File: src/rtl/adder_seq_ctrl_pkg.sv
// adder_seq_ctrl_pkg
// Shared definitions for the multi-cycle prefix-adder sequencer:
//   - datapath width and maximum prefix-stage count
//   - operand-size encodings and FSM state encoding
//   - size -> stage count, size -> lane mask, size -> result MSB lookups
package adder_seq_ctrl_pkg;

  localparam int LEN_DATA = 63;             // MSB index of the datapath
  localparam int NSTG     = 6;              // log2(LEN_DATA+1)

  typedef enum logic [1:0] {
    SIZE_8  = 2'b00,
    SIZE_16 = 2'b01,
    SIZE_32 = 2'b10,
    SIZE_64 = 2'b11
  } size_e;

  typedef enum logic [1:0] {
    ST_IDLE   = 2'd0,
    ST_PREFIX = 2'd1,
    ST_DONE   = 2'd2
  } state_e;

  // Number of Sklansky stages needed to resolve all carries for a width.
  function automatic logic [2:0] size_to_nstg(input logic [1:0] size);
    case (size)
      SIZE_8:  return 3'd3;
      SIZE_16: return 3'd4;
      SIZE_32: return 3'd5;
      default: return 3'd6;
    endcase
  endfunction

  // Active lanes [w-1:0] for a width.
  function automatic logic [LEN_DATA:0] size_to_mask(input logic [1:0] size);
    case (size)
      SIZE_8:  return 64'h0000_0000_0000_00FF;
      SIZE_16: return 64'h0000_0000_0000_FFFF;
      SIZE_32: return 64'h0000_0000_FFFF_FFFF;
      default: return 64'hFFFF_FFFF_FFFF_FFFF;
    endcase
  endfunction

  // Index of the top active bit (w-1).
  function automatic logic [5:0] size_to_msb(input logic [1:0] size);
    case (size)
      SIZE_8:  return 6'd7;
      SIZE_16: return 6'd15;
      SIZE_32: return 6'd31;
      default: return 6'd63;
    endcase
  endfunction

endpackage

File: src/rtl/adder_seq_ctrl_if.sv
// adder_seq_ctrl_if
// Request/response bundle between ALU issue logic (master) and the adder
// sequencer (slave).
//   flush            master->slave  synchronous abort
//   in_valid/ready   request handshake; op_a, op_b, carry_in, sub, size
//   out_valid/ready  response handshake; result, carry_out, overflow, zero
interface adder_seq_ctrl_if;
  import adder_seq_ctrl_pkg::*;

  logic              flush;
  logic              in_valid;
  logic              in_ready;
  logic [LEN_DATA:0] op_a;
  logic [LEN_DATA:0] op_b;
  logic              carry_in;
  logic              sub;
  logic [1:0]        size;
  logic              out_valid;
  logic              out_ready;
  logic [LEN_DATA:0] result;
  logic              carry_out;
  logic              overflow;
  logic              zero;

  modport master (
    output flush, in_valid, op_a, op_b, carry_in, sub, size, out_ready,
    input  in_ready, out_valid, result, carry_out, overflow, zero
  );

  modport slave (
    input  flush, in_valid, op_a, op_b, carry_in, sub, size, out_ready,
    output in_ready, out_valid, result, carry_out, overflow, zero
  );

endinterface

File: src/rtl/adder_seq_stage.sv
// adder_seq_stage
// One selectable Sklansky prefix stage (combinational).
//   i_g, i_p  : current generate / propagate vectors
//   i_mask    : active lanes; outputs are re-masked
//   i_stage   : stage index k (0..NSTG-1); larger values hold the vectors
//   o_g, o_p  : vectors after applying stage k
// Every bit carries a small gp cell per stage; the stage index picks which
// cell result is used.
module adder_seq_stage
  import adder_seq_ctrl_pkg::*;
(
  input  logic [LEN_DATA:0] i_g,
  input  logic [LEN_DATA:0] i_p,
  input  logic [LEN_DATA:0] i_mask,
  input  logic [2:0]        i_stage,
  output logic [LEN_DATA:0] o_g,
  output logic [LEN_DATA:0] o_p
);

  genvar gi, gk;
  generate
    for (gi = 0; gi <= LEN_DATA; gi++) begin : g_bit
      // One candidate per encodable stage index; unused indices hold.
      logic [7:0] w_gk;
      logic [7:0] w_pk;

      for (gk = 0; gk < 8; gk++) begin : g_stg
        if (gk < NSTG && ((gi >> gk) & 1) == 1) begin : g_cell
          // Source is the top bit of the lower half of this 2^(k+1) block.
          localparam int J = ((gi >> (gk + 1)) << (gk + 1)) + (1 << gk) - 1;
          assign w_gk[gk] = i_g[gi] | (i_p[gi] & i_g[J]);
          assign w_pk[gk] = i_p[gi] & i_p[J];
        end else begin : g_hold
          assign w_gk[gk] = i_g[gi];
          assign w_pk[gk] = i_p[gi];
        end
      end

      assign o_g[gi] = w_gk[i_stage] & i_mask[gi];
      assign o_p[gi] = w_pk[i_stage] & i_mask[gi];
    end
  endgenerate

endmodule

File: src/rtl/adder_seq_ctrl.sv
// adder_seq_ctrl
// Multi-cycle sequencer for the parallel-prefix adder: one Sklansky stage per
// clock on a registered G/P vector; narrow sizes finish in fewer stages.
//   clk    : clock
//   rst_n  : asynchronous active-low reset
//   bus    : adder_seq_ctrl_if.slave (request, response, flush)
module adder_seq_ctrl
  import adder_seq_ctrl_pkg::*;
(
  input  logic                   clk,
  input  logic                   rst_n,
  adder_seq_ctrl_if.slave        bus
);

  state_e            r_state;
  state_e            w_state_next;
  logic [LEN_DATA:0] r_g, r_p, r_p0, r_mask;
  logic [LEN_DATA:0] r_result;
  logic              r_c0;
  logic [2:0]        r_nstg;
  logic [2:0]        r_stage;
  logic [5:0]        r_msb;
  logic              r_cout, r_ovf, r_zero;

  logic              w_accept;
  logic              w_advance;
  logic              w_last;
  logic [LEN_DATA:0] w_mask_in, w_bi, w_p0_in, w_g_in;
  logic              w_c0_in;
  logic [LEN_DATA:0] w_g_next, w_p_next;
  logic [LEN_DATA:0] w_c;
  logic [LEN_DATA:0] w_sum;
  logic [5:0]        w_msb_m1;

  // Request pre-processing: subtract inverts B and forces the carry-in.
  assign w_mask_in = size_to_mask(bus.size);
  assign w_bi      = bus.sub ? ~bus.op_b : bus.op_b;
  assign w_c0_in   = bus.sub ? 1'b1 : bus.carry_in;
  assign w_p0_in   = (bus.op_a ^ w_bi) & w_mask_in;
  // Carry-in is folded into G[0] so the prefix tree propagates it for free.
  assign w_g_in    = ((bus.op_a & w_bi) & w_mask_in)
                   | {{LEN_DATA{1'b0}}, w_p0_in[0] & w_c0_in};

  adder_seq_stage u_stage (
    .i_g     (r_g),
    .i_p     (r_p),
    .i_mask  (r_mask),
    .i_stage (r_stage),
    .o_g     (w_g_next),
    .o_p     (w_p_next)
  );

  // After the final stage G[i] is the carry out of bit i.
  assign w_c      = {w_g_next[LEN_DATA-1:0], r_c0};
  assign w_sum    = (r_p0 ^ w_c) & r_mask;
  assign w_msb_m1 = r_msb - 6'd1;
  assign w_last   = (r_stage == (r_nstg - 3'd1));

  always_comb begin
    w_state_next = r_state;
    w_accept     = 1'b0;
    w_advance    = 1'b0;
    case (r_state)
      ST_IDLE: begin
        if (!bus.flush && bus.in_valid) begin
          w_accept     = 1'b1;
          w_state_next = ST_PREFIX;
        end
      end
      ST_PREFIX: begin
        if (bus.flush) begin
          w_state_next = ST_IDLE;
        end else begin
          w_advance = 1'b1;
          if (w_last) w_state_next = ST_DONE;
        end
      end
      ST_DONE: begin
        if (bus.flush || bus.out_ready) w_state_next = ST_IDLE;
      end
      default: w_state_next = ST_IDLE;
    endcase
  end

  always_ff @(posedge clk or negedge rst_n) begin
    if (!rst_n) r_state <= ST_IDLE;
    else        r_state <= w_state_next;
  end

  always_ff @(posedge clk or negedge rst_n) begin
    if (!rst_n) begin
      r_g      <= '0;
      r_p      <= '0;
      r_p0     <= '0;
      r_mask   <= '0;
      r_c0     <= 1'b0;
      r_nstg   <= '0;
      r_stage  <= '0;
      r_msb    <= '0;
      r_result <= '0;
      r_cout   <= 1'b0;
      r_ovf    <= 1'b0;
      r_zero   <= 1'b0;
    end else if (w_accept) begin
      r_g     <= w_g_in;
      r_p     <= w_p0_in;
      r_p0    <= w_p0_in;
      r_mask  <= w_mask_in;
      r_c0    <= w_c0_in;
      r_nstg  <= size_to_nstg(bus.size);
      r_msb   <= size_to_msb(bus.size);
      r_stage <= '0;
    end else if (w_advance) begin
      r_g     <= w_g_next;
      r_p     <= w_p_next;
      r_stage <= r_stage + 3'd1;
      if (w_last) begin
        r_result <= w_sum;
        r_cout   <= w_g_next[r_msb];
        r_ovf    <= w_g_next[r_msb] ^ w_g_next[w_msb_m1];
        r_zero   <= (w_sum == '0);
      end
    end
  end

  assign bus.in_ready  = (r_state == ST_IDLE);
  assign bus.out_valid = (r_state == ST_DONE);
  assign bus.result    = r_result;
  assign bus.carry_out = r_cout;
  assign bus.overflow  = r_ovf;
  assign bus.zero      = r_zero;

endmodule

File: src/flat_wrapper.sv
// flat-port wrapper written by rule: the top's interface ports become plain ports
module adder_seq_ctrl_flat import adder_seq_ctrl_pkg::*;
  (clk, rst_n, bus_flush, bus_in_valid, bus_op_a, bus_op_b, bus_carry_in, bus_sub, bus_size, bus_out_ready, bus_in_ready, bus_out_valid, bus_result, bus_carry_out, bus_overflow, bus_zero);
  adder_seq_ctrl_if bus_i ();
  input  logic clk;
  input  logic rst_n;
  input wire logic [$bits(bus_i.flush)-1:0] bus_flush;
  input wire logic [$bits(bus_i.in_valid)-1:0] bus_in_valid;
  input wire logic [$bits(bus_i.op_a)-1:0] bus_op_a;
  input wire logic [$bits(bus_i.op_b)-1:0] bus_op_b;
  input wire logic [$bits(bus_i.carry_in)-1:0] bus_carry_in;
  input wire logic [$bits(bus_i.sub)-1:0] bus_sub;
  input wire logic [$bits(bus_i.size)-1:0] bus_size;
  input wire logic [$bits(bus_i.out_ready)-1:0] bus_out_ready;
  output wire logic [$bits(bus_i.in_ready)-1:0] bus_in_ready;
  output wire logic [$bits(bus_i.out_valid)-1:0] bus_out_valid;
  output wire logic [$bits(bus_i.result)-1:0] bus_result;
  output wire logic [$bits(bus_i.carry_out)-1:0] bus_carry_out;
  output wire logic [$bits(bus_i.overflow)-1:0] bus_overflow;
  output wire logic [$bits(bus_i.zero)-1:0] bus_zero;
  assign bus_i.flush = bus_flush;
  assign bus_i.in_valid = bus_in_valid;
  assign bus_i.op_a = bus_op_a;
  assign bus_i.op_b = bus_op_b;
  assign bus_i.carry_in = bus_carry_in;
  assign bus_i.sub = bus_sub;
  assign bus_i.size = bus_size;
  assign bus_i.out_ready = bus_out_ready;
  assign bus_in_ready = bus_i.in_ready;
  assign bus_out_valid = bus_i.out_valid;
  assign bus_result = bus_i.result;
  assign bus_carry_out = bus_i.carry_out;
  assign bus_overflow = bus_i.overflow;
  assign bus_zero = bus_i.zero;
  adder_seq_ctrl u_core (.clk(clk), .rst_n(rst_n), .bus(bus_i));
endmodule
File: config.mk
export PLATFORM = sky130hd
export DESIGN_NAME = adder_seq_ctrl_flat
export DESIGN_NICKNAME = d
export VERILOG_FILES = /design/src/rtl/adder_seq_ctrl_pkg.sv /design/src/rtl/adder_seq_ctrl_if.sv /design/src/rtl/adder_seq_stage.sv /design/src/rtl/adder_seq_ctrl.sv /design/src/flat_wrapper.sv
export SDC_FILE = /design/constraint.sdc
export NUM_CORES = 1
export LEC_CHECK = 0
export BUFFER_PORTS_ARGS = -buffer_cell sky130_fd_sc_hd__buf_2
export CAP_MARGIN = 0
export CORE_UTILIZATION = 48
export DETAILED_ROUTE_END_ITERATION = 10
export GPL_ROUTABILITY_DRIVEN = 0
export PLACE_DENSITY = 0.74
export SLEW_MARGIN = 20
export SYNTH_ARGS = -nofsm -noshare
export SYNTH_HDL_FRONTEND = slang
export SYNTH_HIERARCHICAL = 1
export SYNTH_SLANG_ARGS = --single-unit
export TNS_END_PERCENT = 100
File: constraint.sdc
create_clock -name clk -period 3.1 [get_ports clk]
set_input_delay 0.155 -clock clk [delete_from_list [all_inputs] [get_ports clk]]
set_output_delay 0.155 -clock clk [all_outputs]
set_load 0.02 [all_outputs]
==> results of run 1 <==
-- cell usage in the layout (no fill, tap or decap), drive strengths merged, types with 4 or more instances in the layout --
| cell | instances |
|---|---|
| mux4 | 9 |
| a31oi | 57 |
| o22ai | 9 |
| a211oi | 7 |
| xor2 | 132 |
| nor3b | 7 |
| nor4 | 17 |
| clkbuf | 43 |
| and3 | 11 |
| a21boi | 4 |
| o211ai | 11 |
| nor2 | 101 |
| nand2b | 17 |
| o2111a | 8 |
| o21a | 10 |
| a21oi | 130 |
| o2bb2ai | 4 |
| nor3 | 21 |
| dfrtp | 271 |
| a21o | 4 |
| a22oi | 4 |
| mux2i | 69 |
| nand2 | 472 |
| dlygate4sd3 | 47 |
| and2 | 6 |
| nand3 | 44 |
| inv | 17 |
| mux2 | 8 |
| ha | 70 |
| o21ai | 213 |
| buf | 322 |
| o311a | 4 |
| nand3b | 11 |
| clkinv | 11 |
| o31ai | 4 |
| nor2b | 25 |
-- cell families after synthesis --
family,count (synthesis)
simple gates,744
compound gates,490
flops,271
buf+inv,142
xor+xnor,136
mux,86
fa+ha+maj,70
-- worst paths after layout --
| path | endpoint | slack, ns | depth (start not counted) |
|---|---|---|---|
| worst max-delay path | u_core/bus.zero | 0.03 | 11 |
| worst min-delay path | u_core/r_p0[49] | 0.007 | 4 |
| worst max register to register | u_core/bus.zero | 0.03 | 11 |
| worst min register to register | u_core/bus.result[45] | 0.48 | 2 |
| max in group asynchronous | u_core/r_stage[0] | 2.07 | 3 |
| min in group asynchronous | u_core/r_g[3] | 0.10 | 2 |
-- worst reg2reg max path: cells and delay by family, from the launching register on --
kind / cells / cell delay (ns)
AO/OA/AOI/OAI: 4 / 1.03
AND/OR/NAND/NOR: 4 / 1.02
buffers and inverters: 2 / 0.34
XOR/XNOR: 1 / 0.16
flip-flops: 1 / 0.47
-- metal layers --
metal | vias up | part of all wire (%) | wire (um) | track usage (%)
met5 | - | 0 | 0 | 0
met4 | 0 | 3.2 | 1650 | 10.1
li1 | 7279 | - | - | -
met1 | 7513 | 41 | 21400 | 40.0
met3 | 140 | 9.2 | 4830 | 5.24
met2 | 874 | 47 | 24500 | 47.1
-- timing repair --
| item | 4_1_cts | 5_1_grt |
|---|---|---|
| endpoints found under the hold margin | 118 | 0 |
| gates resized for setup | 3 | 27 |
| pin swaps | 0 | 6 |
| buffers inserted | 0 | 13 |
| hold buffers | 47 | 0 |
| endpoints found under the setup margin | 1 | 2 |
-- registers in the layout, indices dropped and copies added (netlist names), 2 cells and up --
register and flops:
u_core/bus.result 64, u_core/r_p0 64, u_core/r_stage 3, u_core/r_state 2
u_core/r_g 64, u_core/r_mask 4, u_core/r_p 64, u_core/r_nstg 2
-- metrics by stage --
stage               utilization, %  cells
finish                        59.8   2688
global route                  59.8   2688
CTS                           59.2   2675
detailed placement            54.9   2572
global placement              54.9   2572
floorplan                        -   1939
-- area by class of cell --
class	count	area, sq um	share of cell area (%)
Timing Repair Buffer	369	2560	12.7
Multi-Input combinational cell	1526	9260	45.8
Tap cell	448	561	2.77
Inverter	18	71.3	0.353
Sequential cell	271	6790	33.6
Clock inverter	13	100	0.495
Clock buffer	43	871	4.31
-- power breakdown --
| part | switching [W] | internal, W |
|---|---|---|
| logic | 0.00499 | 0.00330 |
| registers | 0.00124 | 0.00474 |
| clock network | 0.00149 | 0.00203 |
==> impl_metrics.json, run 1 <==
{
  "start_util_pct": 49.1,
  "clk_latency_ns": 0.57,
  "h-tree-depth": 1,
  "rows": 67,
  "cts_buffers": 31,
  "p_total_w": 0.0178,
  "vias_per_cell": 5.88,
  "power_leakage_nw": 10.1,
  "io_pins": 206,
  "place_area_sq_mm": 0.0186,
  "worstPathArrival_ns": 3.58,
  "final_layout_size_suffix_gt1_share_pct": 19.1,
  "synthTopCellsByCount": "470 x nand2_1, 271 x dfrtp_1, 137 x o21ai_0",
  "synth-simple-area-share_pct": 19.4,
  "root_buffer": "clkbuf_16",
  "crit_start": "u_core/r_stage[1]",
  "tightest_slew_ns": 0.868,
  "die_w_um": 188,
  "grt_overflow": 0,
  "design_area_sq_mm": 0.0202,
  "drt_iter0_drc": 1871,
  "muxShareOfSynthArea_pct": 6.04,
  "ys_seq_area_share_pct": 40.9,
  "area_growth_pct": 21.9,
  "clock_sinks": 271,
  "grt_first_pass_wirelength_um": 83400,
  "wl_per_cell_um": 19.5,
  "synth.top_cells.by_area": "dfrtp_1 41%, nand2_1 11%, xor2_1 7.0%, ha_1 5.3%, mux2i_1 4.2%",
  "finalHoldViolations": 0,
  "synth_warnings": 6,
  "grt_max_degree": 96,
  "grt_pass1_vias": 15400,
  "cp.required_ns": 3.61,
  "synth_top_area_share_pct": 40.9,
  "synth_cells": 1939,
  "dp_hpwl_um": 36900,
  "crit_family": "compound AO/OA/AOI/OAI gates",
  "cts_buffer_depth": 3,
  "n_antenna_cell": 0,
  "peakVddDrop_uv": 547,
  "dr.pass1.iters": 6,
  "worst_path_max_delay_cell": "dfrtp_2",
  "drc_errors": 0,
  "hp-class": "primary input to flip-flop",
  "via_count": 15800,
  "nets": 2424,
  "synth_compound_area_share_pct": 17.1,
  "yosysTopAreaCell": "dfrtp_1",
  "grtUsageTotal_pct": 29.4,
  "synth_fp_nets": 2146,
  "ant_nets": 0,
  "setup_viol": 0,
  "synth-seq-cells": 271,
  "hold_slack_ns": 0.00652,
  "synth_xor_area_share_pct": 7.27,
  "fin_crit_sh_pct": 99.0,
  "synthFlopType": "dfrtp_1",
  "antenna_found_initial": 0,
  "hold_start": "bus_op_a[49]",
  "worstPathCellList": "buf_2 > or2_4 > nor2_4 > buf_12 > a21oi_1 > o21ai_0 > xor2_1 > nor4_2 > nand4_1 > a2111oi_1 > a41o_1",
  "pre_cts_ws_ns": -0.263,
  "worstSetupPathType": "flip-flop to flip-flop",
  "finalSetupTns_ns": 0,
  "critical_path_buf_inv_count": 2,
  "async_reset_ff_share_pct": 100,
  "synth_cell_types": 74,
  "yosysMostFrequentCell": "nand2_1",
  "p_per_area_mw_per_mm2": 881,
  "synth_area_sq_mm": 0.0166,
  "r2r-start": "u_core/r_stage[1]",
  "crit_fanout": 7,
  "synthAdderAreaFrac_pct": 5.28,
  "syn_area_per_cell_sq_um": 8.55,
  "start_kind": "flip-flop",
  "die_area_sq_mm": 0.0353,
  "synth_edf_count": 0,
  "skew_ns": 0.0129,
  "clk_pin_slew_ns": 0.06,
  "endpoint_kind": "flip-flop",
  "fillers": 2901,
  "max_slew_margin_pct": 41.9,
  "cts_tree": "done",
  "cap_violations": 0,
  "status": "completed",
  "io_buffers": 205,
  "routed_wl_um": 52400,
  "max_freq_ghz": 0.326,
  "max_stage_delay_ns": 0.47,
  "die_h_um": 188,
  "finalCriticalPeriod_ns": 3.07,
  "synth_top_family_by_area": "simple AND/OR/NAND/NOR gates",
  "finalMaxSlewViolations": 0,
  "postLayoutSetupSlackWorst_ns": 0.0311,
  "coreArea_sq_mm": 0.0338
}
No activity file was read; power rests on OpenSTA's default activity.
==> run 2, diff against run 1 <==
--- a/config.mk
+++ b/config.mk
@@ -6,11 +6,10 @@
 export NUM_CORES = 1
 export LEC_CHECK = 0
 export BUFFER_PORTS_ARGS = -buffer_cell sky130_fd_sc_hd__buf_2
-export CAP_MARGIN = 0
-export CORE_UTILIZATION = 48
+export CORE_UTILIZATION = 45
 export DETAILED_ROUTE_END_ITERATION = 10
 export GPL_ROUTABILITY_DRIVEN = 0
-export PLACE_DENSITY = 0.74
+export PLACE_DENSITY = 0.7
 export SLEW_MARGIN = 20
 export SYNTH_ARGS = -nofsm -noshare
 export SYNTH_HDL_FRONTEND = slang
==> run 2 against run 1 <==
  * Clock-buffer cell count grew 1
  * Cell area shrank 0.27%
  * Final cell count grew 0.45%
  * Core utilization shrank 3.7 points
  * Setup slack gained 0.047 ns
  * Highest routed layer unchanged
  * Wire length grew 1.7%
  * Clock skew shrank 0.0027 ns
  * Via count shrank 0.24%
  * Largest power group unchanged
==> impl_metrics.json, run 2 (synthesis gave the netlist of run 1 again) <==
{
  "status": "completed",
  "worst_path_max_delay_cell": "dfrtp_2",
  "finalHoldViolations": 0,
  "nets": 2422,
  "hold_start": "bus_op_a[13]",
  "area_growth_pct": 21.6,
  "vias_per_cell": 5.84,
  "die_w_um": 194,
  "grt_pass1_vias": 15300,
  "max_freq_ghz": 0.331,
  "antenna_found_initial": 0,
  "hold_path_depth": 4,
  "worstPathCellList": "buf_12 > buf_4 > mux2_2 > nand3b_1 > a22oi_1 > o21a_1 > xor2_1 > nor4_2 > nand4_1 > o21ai_2 > buf_4 > a41o_1",
  "peakVddDrop_uv": 553,
  "die_h_um": 194,
  "power_leakage_nw": 10.1,
  "r2r-end": "u_core/bus.zero",
  "finalCriticalPeriod_ns": 3.02,
  "h-tree-depth": 1,
  "finalMaxSlewViolations": 0,
  "cts_tree": "done",
  "cp.required_ns": 3.61,
  "multi_input_area_sq_mm": 0.00921,
  "worstSetupPathType": "flip-flop to flip-flop",
  "coreArea_sq_mm": 0.0359,
  "cap_violations": 0,
  "rows": 69,
  "cts_buffer_depth": 3,
  "dp_hpwl_um": 37600,
  "final_layout_size_suffix_gt1_share_pct": 18.6,
  "dr.pass1.iters": 5,
  "grt_overflow": 0,
  "setup_viol": 0,
  "start_kind": "flip-flop",
  "whs_endpoint": "u_core/r_p0[13]",
  "drt_iter0_drc": 1620,
  "grt_max_degree": 118,
  "grtUsageTotal_pct": 27.8,
  "clock_sinks": 271,
  "root_buffer": "clkbuf_16",
  "tightest_slew_ns": 0.796,
  "crit_fanout": 25,
  "regArea_sq_mm": 0.00679,
  "finalSetupTns_ns": 0,
  "placed_cells": 2592,
  "fillers": 3237,
  "rsz0062_at_grt": "no",
  "io_buffers": 205,
  "via_count": 15800,
  "routed_wl_um": 53200,
  "clk_latency_ns": 0.57,
  "p_per_area_mw_per_mm2": 882,
  "wl_per_cell_um": 19.7,
  "layout_commonest_cell": "nand2_1",
  "fin_crit_sh_pct": 97.5,
  "r2r-start": "u_core/r_stage[0]",
  "worstPathArrival_ns": 3.53,
  "crit_top_cell": "buf_4",
  "skew_ns": 0.0101,
  "die_area_sq_mm": 0.0376,
  "p_total_w": 0.0178,
  "drc_errors": 0,
  "final_cell_mix": "469 x nand2_1, 267 x dfrtp_1, 203 x buf_2, 135 x o21ai_0, 132 x xor2_1",
  "reg2reg_slack_ns": 0.08,
  "ant_nets": 0,
  "grt_first_pass_wirelength_um": 84100,
  "stdcell_count": 2700,
  "io_pins": 206,
  "endpoint_kind": "flip-flop",
  "max_slew_margin_pct": 46.7,
  "n_antenna_cell": 0,
  "place_area_sq_mm": 0.0186,
  "start_util_pct": 46.2,
  "reg2regPathDepth": 12,
  "hold_slack_ns": 0.0174,
  "cts_buffers": 31,
  "clk_pin_slew_ns": 0.06,
  "hp-class": "primary input to flip-flop",
  "design_area_sq_mm": 0.0202,
  "max_stage_delay_ns": 0.48
}
## run 2: area by class of cell
cell class	instances	area share, %
multi-input cells	1526	45.7
clock buffers	44	4.49
repair buffers	367	12.4
well taps	461	2.86
flip-flops and latches	271	33.7
clock inverters	13	0.509
inverters	18	0.335
## run 2: power by group
part	leakage, nW	internal [W]	switching (W)
clock	0.500	0.00210	0.00153
combinational	6.07	0.00322	0.00481
sequential	3.52	0.00474	0.00137
total	10.1	0.0101	0.00772
## run 2: critical path, delay by kind of cell (launching register included)
family | cells | cell delay, ns
AOI/OAI and AO/OA | 4 | 0.69
xor gates and xnor gates | 1 | 0.18
buffers and inverters | 3 | 0.54
DFF | 1 | 0.48
muxes | 1 | 0.35
and+or+nand+nor | 3 | 0.71
## run 2: per-stage QoR
step / setup WS, ns / util, %
global route: 0.00638 / 56.1
CTS: 0.00611 / 56.0
detailed placement: -0.191 / 51.8
global placement: -0.153 / 51.8
finish: 0.0777 / 56.1
floorplan: 0.308 / -
## run 2: routing by layer
layer / GRT usage (%) / share of wire, % / up-vias
li1: - / - / 7274
met1: 39.0 / 43 / 7540
met2: 44.7 / 46 / 831
met3: 4.02 / 8.4 / 123
met4: 8.02 / 2.7 / 0
met5: 0 / 0 / -
## run 2: worst max-delay path by stage
stage	from	endpoint	slack [ns]	depth (start not counted)
after floorplan	u_core/r_mask[62]	u_core/bus.overflow	0.31	7
after global placement	u_core/r_stage[1]	u_core/bus.zero	-0.15	12
after detailed placement	u_core/r_stage[0]	u_core/bus.zero	-0.19	11
after CTS	u_core/r_stage[0]	u_core/bus.zero	0.006	11
after global routing	u_core/r_stage[1]	u_core/bus.zero	0.006	12
final	u_core/r_stage[0]	u_core/bus.zero	0.08	12
## run 2: timing repair
action	CTS	global route
endpoints found under the setup margin	1	2
buffers inserted	0	1
gates resized for setup	3	8
endpoints found under the hold margin	138	0
pin swaps	0	2
hold buffers	50	0
cloned	0	0
==> run 3, diff against run 2 <==
--- a/config.mk
+++ b/config.mk
@@ -9,6 +9,7 @@
 export CORE_UTILIZATION = 45
 export DETAILED_ROUTE_END_ITERATION = 10
 export GPL_ROUTABILITY_DRIVEN = 0
+export HOLD_SLACK_MARGIN = 0.06
 export PLACE_DENSITY = 0.7
 export SLEW_MARGIN = 20
 export SYNTH_ARGS = -nofsm -noshare
==> run 3 against run 2 <==
  * Global-route usage up 0.15 points
  * Register-to-register slack is essentially flat
  * Wire length is 0.63% higher
  * Final cell count is 0.85% higher
  * Non-clock buffer count up 23
  * Sequential power about the same
  * Critical path depth unchanged
  * Cell area increased by 1.1%
  * Sequential share of layout area shrank 0.38 points
  * Die area is the same
  * Largest cell class unchanged
==> impl_metrics.json, run 3 (synthesis gave the netlist of run 1 again) <==
{
  "finalHoldViolations": 0,
  "h-tree-depth": 1,
  "vias_per_cell": 5.81,
  "grt_overflow": 0,
  "stdcell_count": 2723,
  "drc_errors": 0,
  "grt_pass1_vias": 15400,
  "antenna_found_initial": 0,
  "max_freq_ghz": 0.332,
  "clk_latency_ns": 0.57,
  "skew_ns": 0.0111,
  "fillers": 3207,
  "start_util_pct": 46.2,
  "cts_tree": "done",
  "whs_endpoint": "u_core/r_p0[38]",
  "area_growth_pct": 23.0,
  "grt_max_degree": 118,
  "finalMaxSlewViolations": 0,
  "layout_commonest_cell": "nand2_1",
  "r2r-end": "u_core/bus.zero",
  "tightest_slew_ns": 0.786,
  "cts_buffers": 31,
  "cap_violations": 0,
  "die_w_um": 194,
  "worstPathArrival_ns": 3.52,
  "endpoint_kind": "flip-flop",
  "fin_crit_sh_pct": 97.2,
  "hp-class": "primary input to flip-flop",
  "root_buffer": "clkbuf_16",
  "crit_fanout": 25,
  "via_count": 15800,
  "clock_sinks": 271,
  "clk_pin_slew_ns": 0.06,
  "final_cell_mix": "469 x nand2_1, 267 x dfrtp_1, 203 x buf_2, 135 x o21ai_0, 132 x xor2_1",
  "rows": 69,
  "cts_buffer_depth": 3,
  "n_antenna_cell": 0,
  "dr.pass1.iters": 10,
  "hold_start": "bus_op_a[38]",
  "status": "completed",
  "die_area_sq_mm": 0.0376,
  "final_layout_size_suffix_gt1_share_pct": 18.4,
  "nets": 2445,
  "finalSetupTns_ns": 0,
  "r2r-start": "u_core/r_stage[0]",
  "peakVddDrop_uv": 556,
  "dp_hpwl_um": 37600,
  "p_per_area_mw_per_mm2": 874,
  "hold_path_depth": 4,
  "grtUsageTotal_pct": 27.9,
  "power_leakage_nw": 10.2,
  "routed_wl_um": 53600,
  "rsz0062_at_grt": "no",
  "worstSetupPathType": "flip-flop to flip-flop",
  "drt_iter0_drc": 1594,
  "coreArea_sq_mm": 0.0359,
  "placed_cells": 2592,
  "start_kind": "flip-flop",
  "cp.required_ns": 3.61,
  "io_pins": 206,
  "wl_per_cell_um": 19.7,
  "reg2regPathDepth": 12,
  "io_buffers": 205,
  "setup_viol": 0,
  "finalCriticalPeriod_ns": 3.01,
  "ant_nets": 0,
  "grt_first_pass_wirelength_um": 84500,
  "die_h_um": 194,
  "max_slew_margin_pct": 47.4,
  "reg2reg_slack_ns": 0.09
}
## run 3: final cells by class
type                            count  area [sq um]  area share, %
Clock buffer                       44           905           4.44
Clock inverter                     13           103          0.503
Inverter                           18          67.6          0.331
Multi-Input combinational cell   1526          9210           45.2
Sequential cell                   271          6790           33.3
Tap cell                          461           577           2.83
Timing Repair Buffer              390          2740           13.4
## run 3: per-stage QoR
step | hold slack (ns) | setup WS [ns] | total power, W | utilization, % | cell area (sq um)
3_5_place_dp | 0.168 | -0.191 | 0.0138 | 51.8 | 18600
4_1_cts | 0.0625 | 0.00611 | 0.0176 | 56.6 | 20300
2_1_floorplan | -0.141 | 0.308 | 0.0107 | - | 16600
6_report | 0.0586 | 0.0865 | 0.0178 | 56.8 | 20400
5_1_grt | 0.0888 | 0.00638 | 0.0188 | 56.8 | 20400
3_3_place_gp | 0.172 | -0.153 | 0.0137 | 51.8 | 18600
## run 3: power by group
group / switching [W] / internal [W]
registers: 0.00137 / 0.00474
logic: 0.00482 / 0.00324
clock network: 0.00154 / 0.00210
## run 3: how the worst max path moves through the flow
| stage | startpoint | to | slack, ns | depth (start not counted) |
|---|---|---|---|---|
| finish | u_core/r_stage[0] | u_core/bus.zero | 0.09 | 12 |
| global placement | u_core/r_stage[1] | u_core/bus.zero | -0.15 | 12 |
| CTS | u_core/r_stage[0] | u_core/bus.zero | 0.006 | 11 |
| global route | u_core/r_stage[1] | u_core/bus.zero | 0.006 | 12 |
| floorplan | u_core/r_mask[62] | u_core/bus.overflow | 0.31 | 7 |
| detailed placement | u_core/r_stage[0] | u_core/bus.zero | -0.19 | 11 |
## run 3: repair_timing
action                                  in CTS  in global routing
hold endpoints to repair                   238                  0
endpoints found under the setup margin       1                  2
pin swaps                                    0                  2
setup buffers                                0                  1
gates resized for setup                      3                  8
hold buffers                                73                  0
## run 3: worst max-delay path, cell delays in order (launching register included)
cell      delay (ns)
dfrtp_2         0.49
buf_12          0.19
nand2b_1        0.24
nor2_1          0.07
nor4_1          0.46
o21a_1          0.24
xor2_1          0.11
nor4_1          0.26
buf_4           0.16
nand4_1         0.17
o21ai_2         0.25
buf_4           0.14
a41o_1          0.17
## run 3: metal layers
metal / part of all wire, % / up-vias / routed length (um) / track usage, %
met2: 46 / 792 / 24800 / 45.1
met1: 43 / 7602 / 23000 / 39.1
met3: 8.2 / 117 / 4390 / 4.02
met5: 0 / - / 0 / 0
li1: - / 7314 / - / -
met4: 2.7 / 0 / 1440 / 8.02
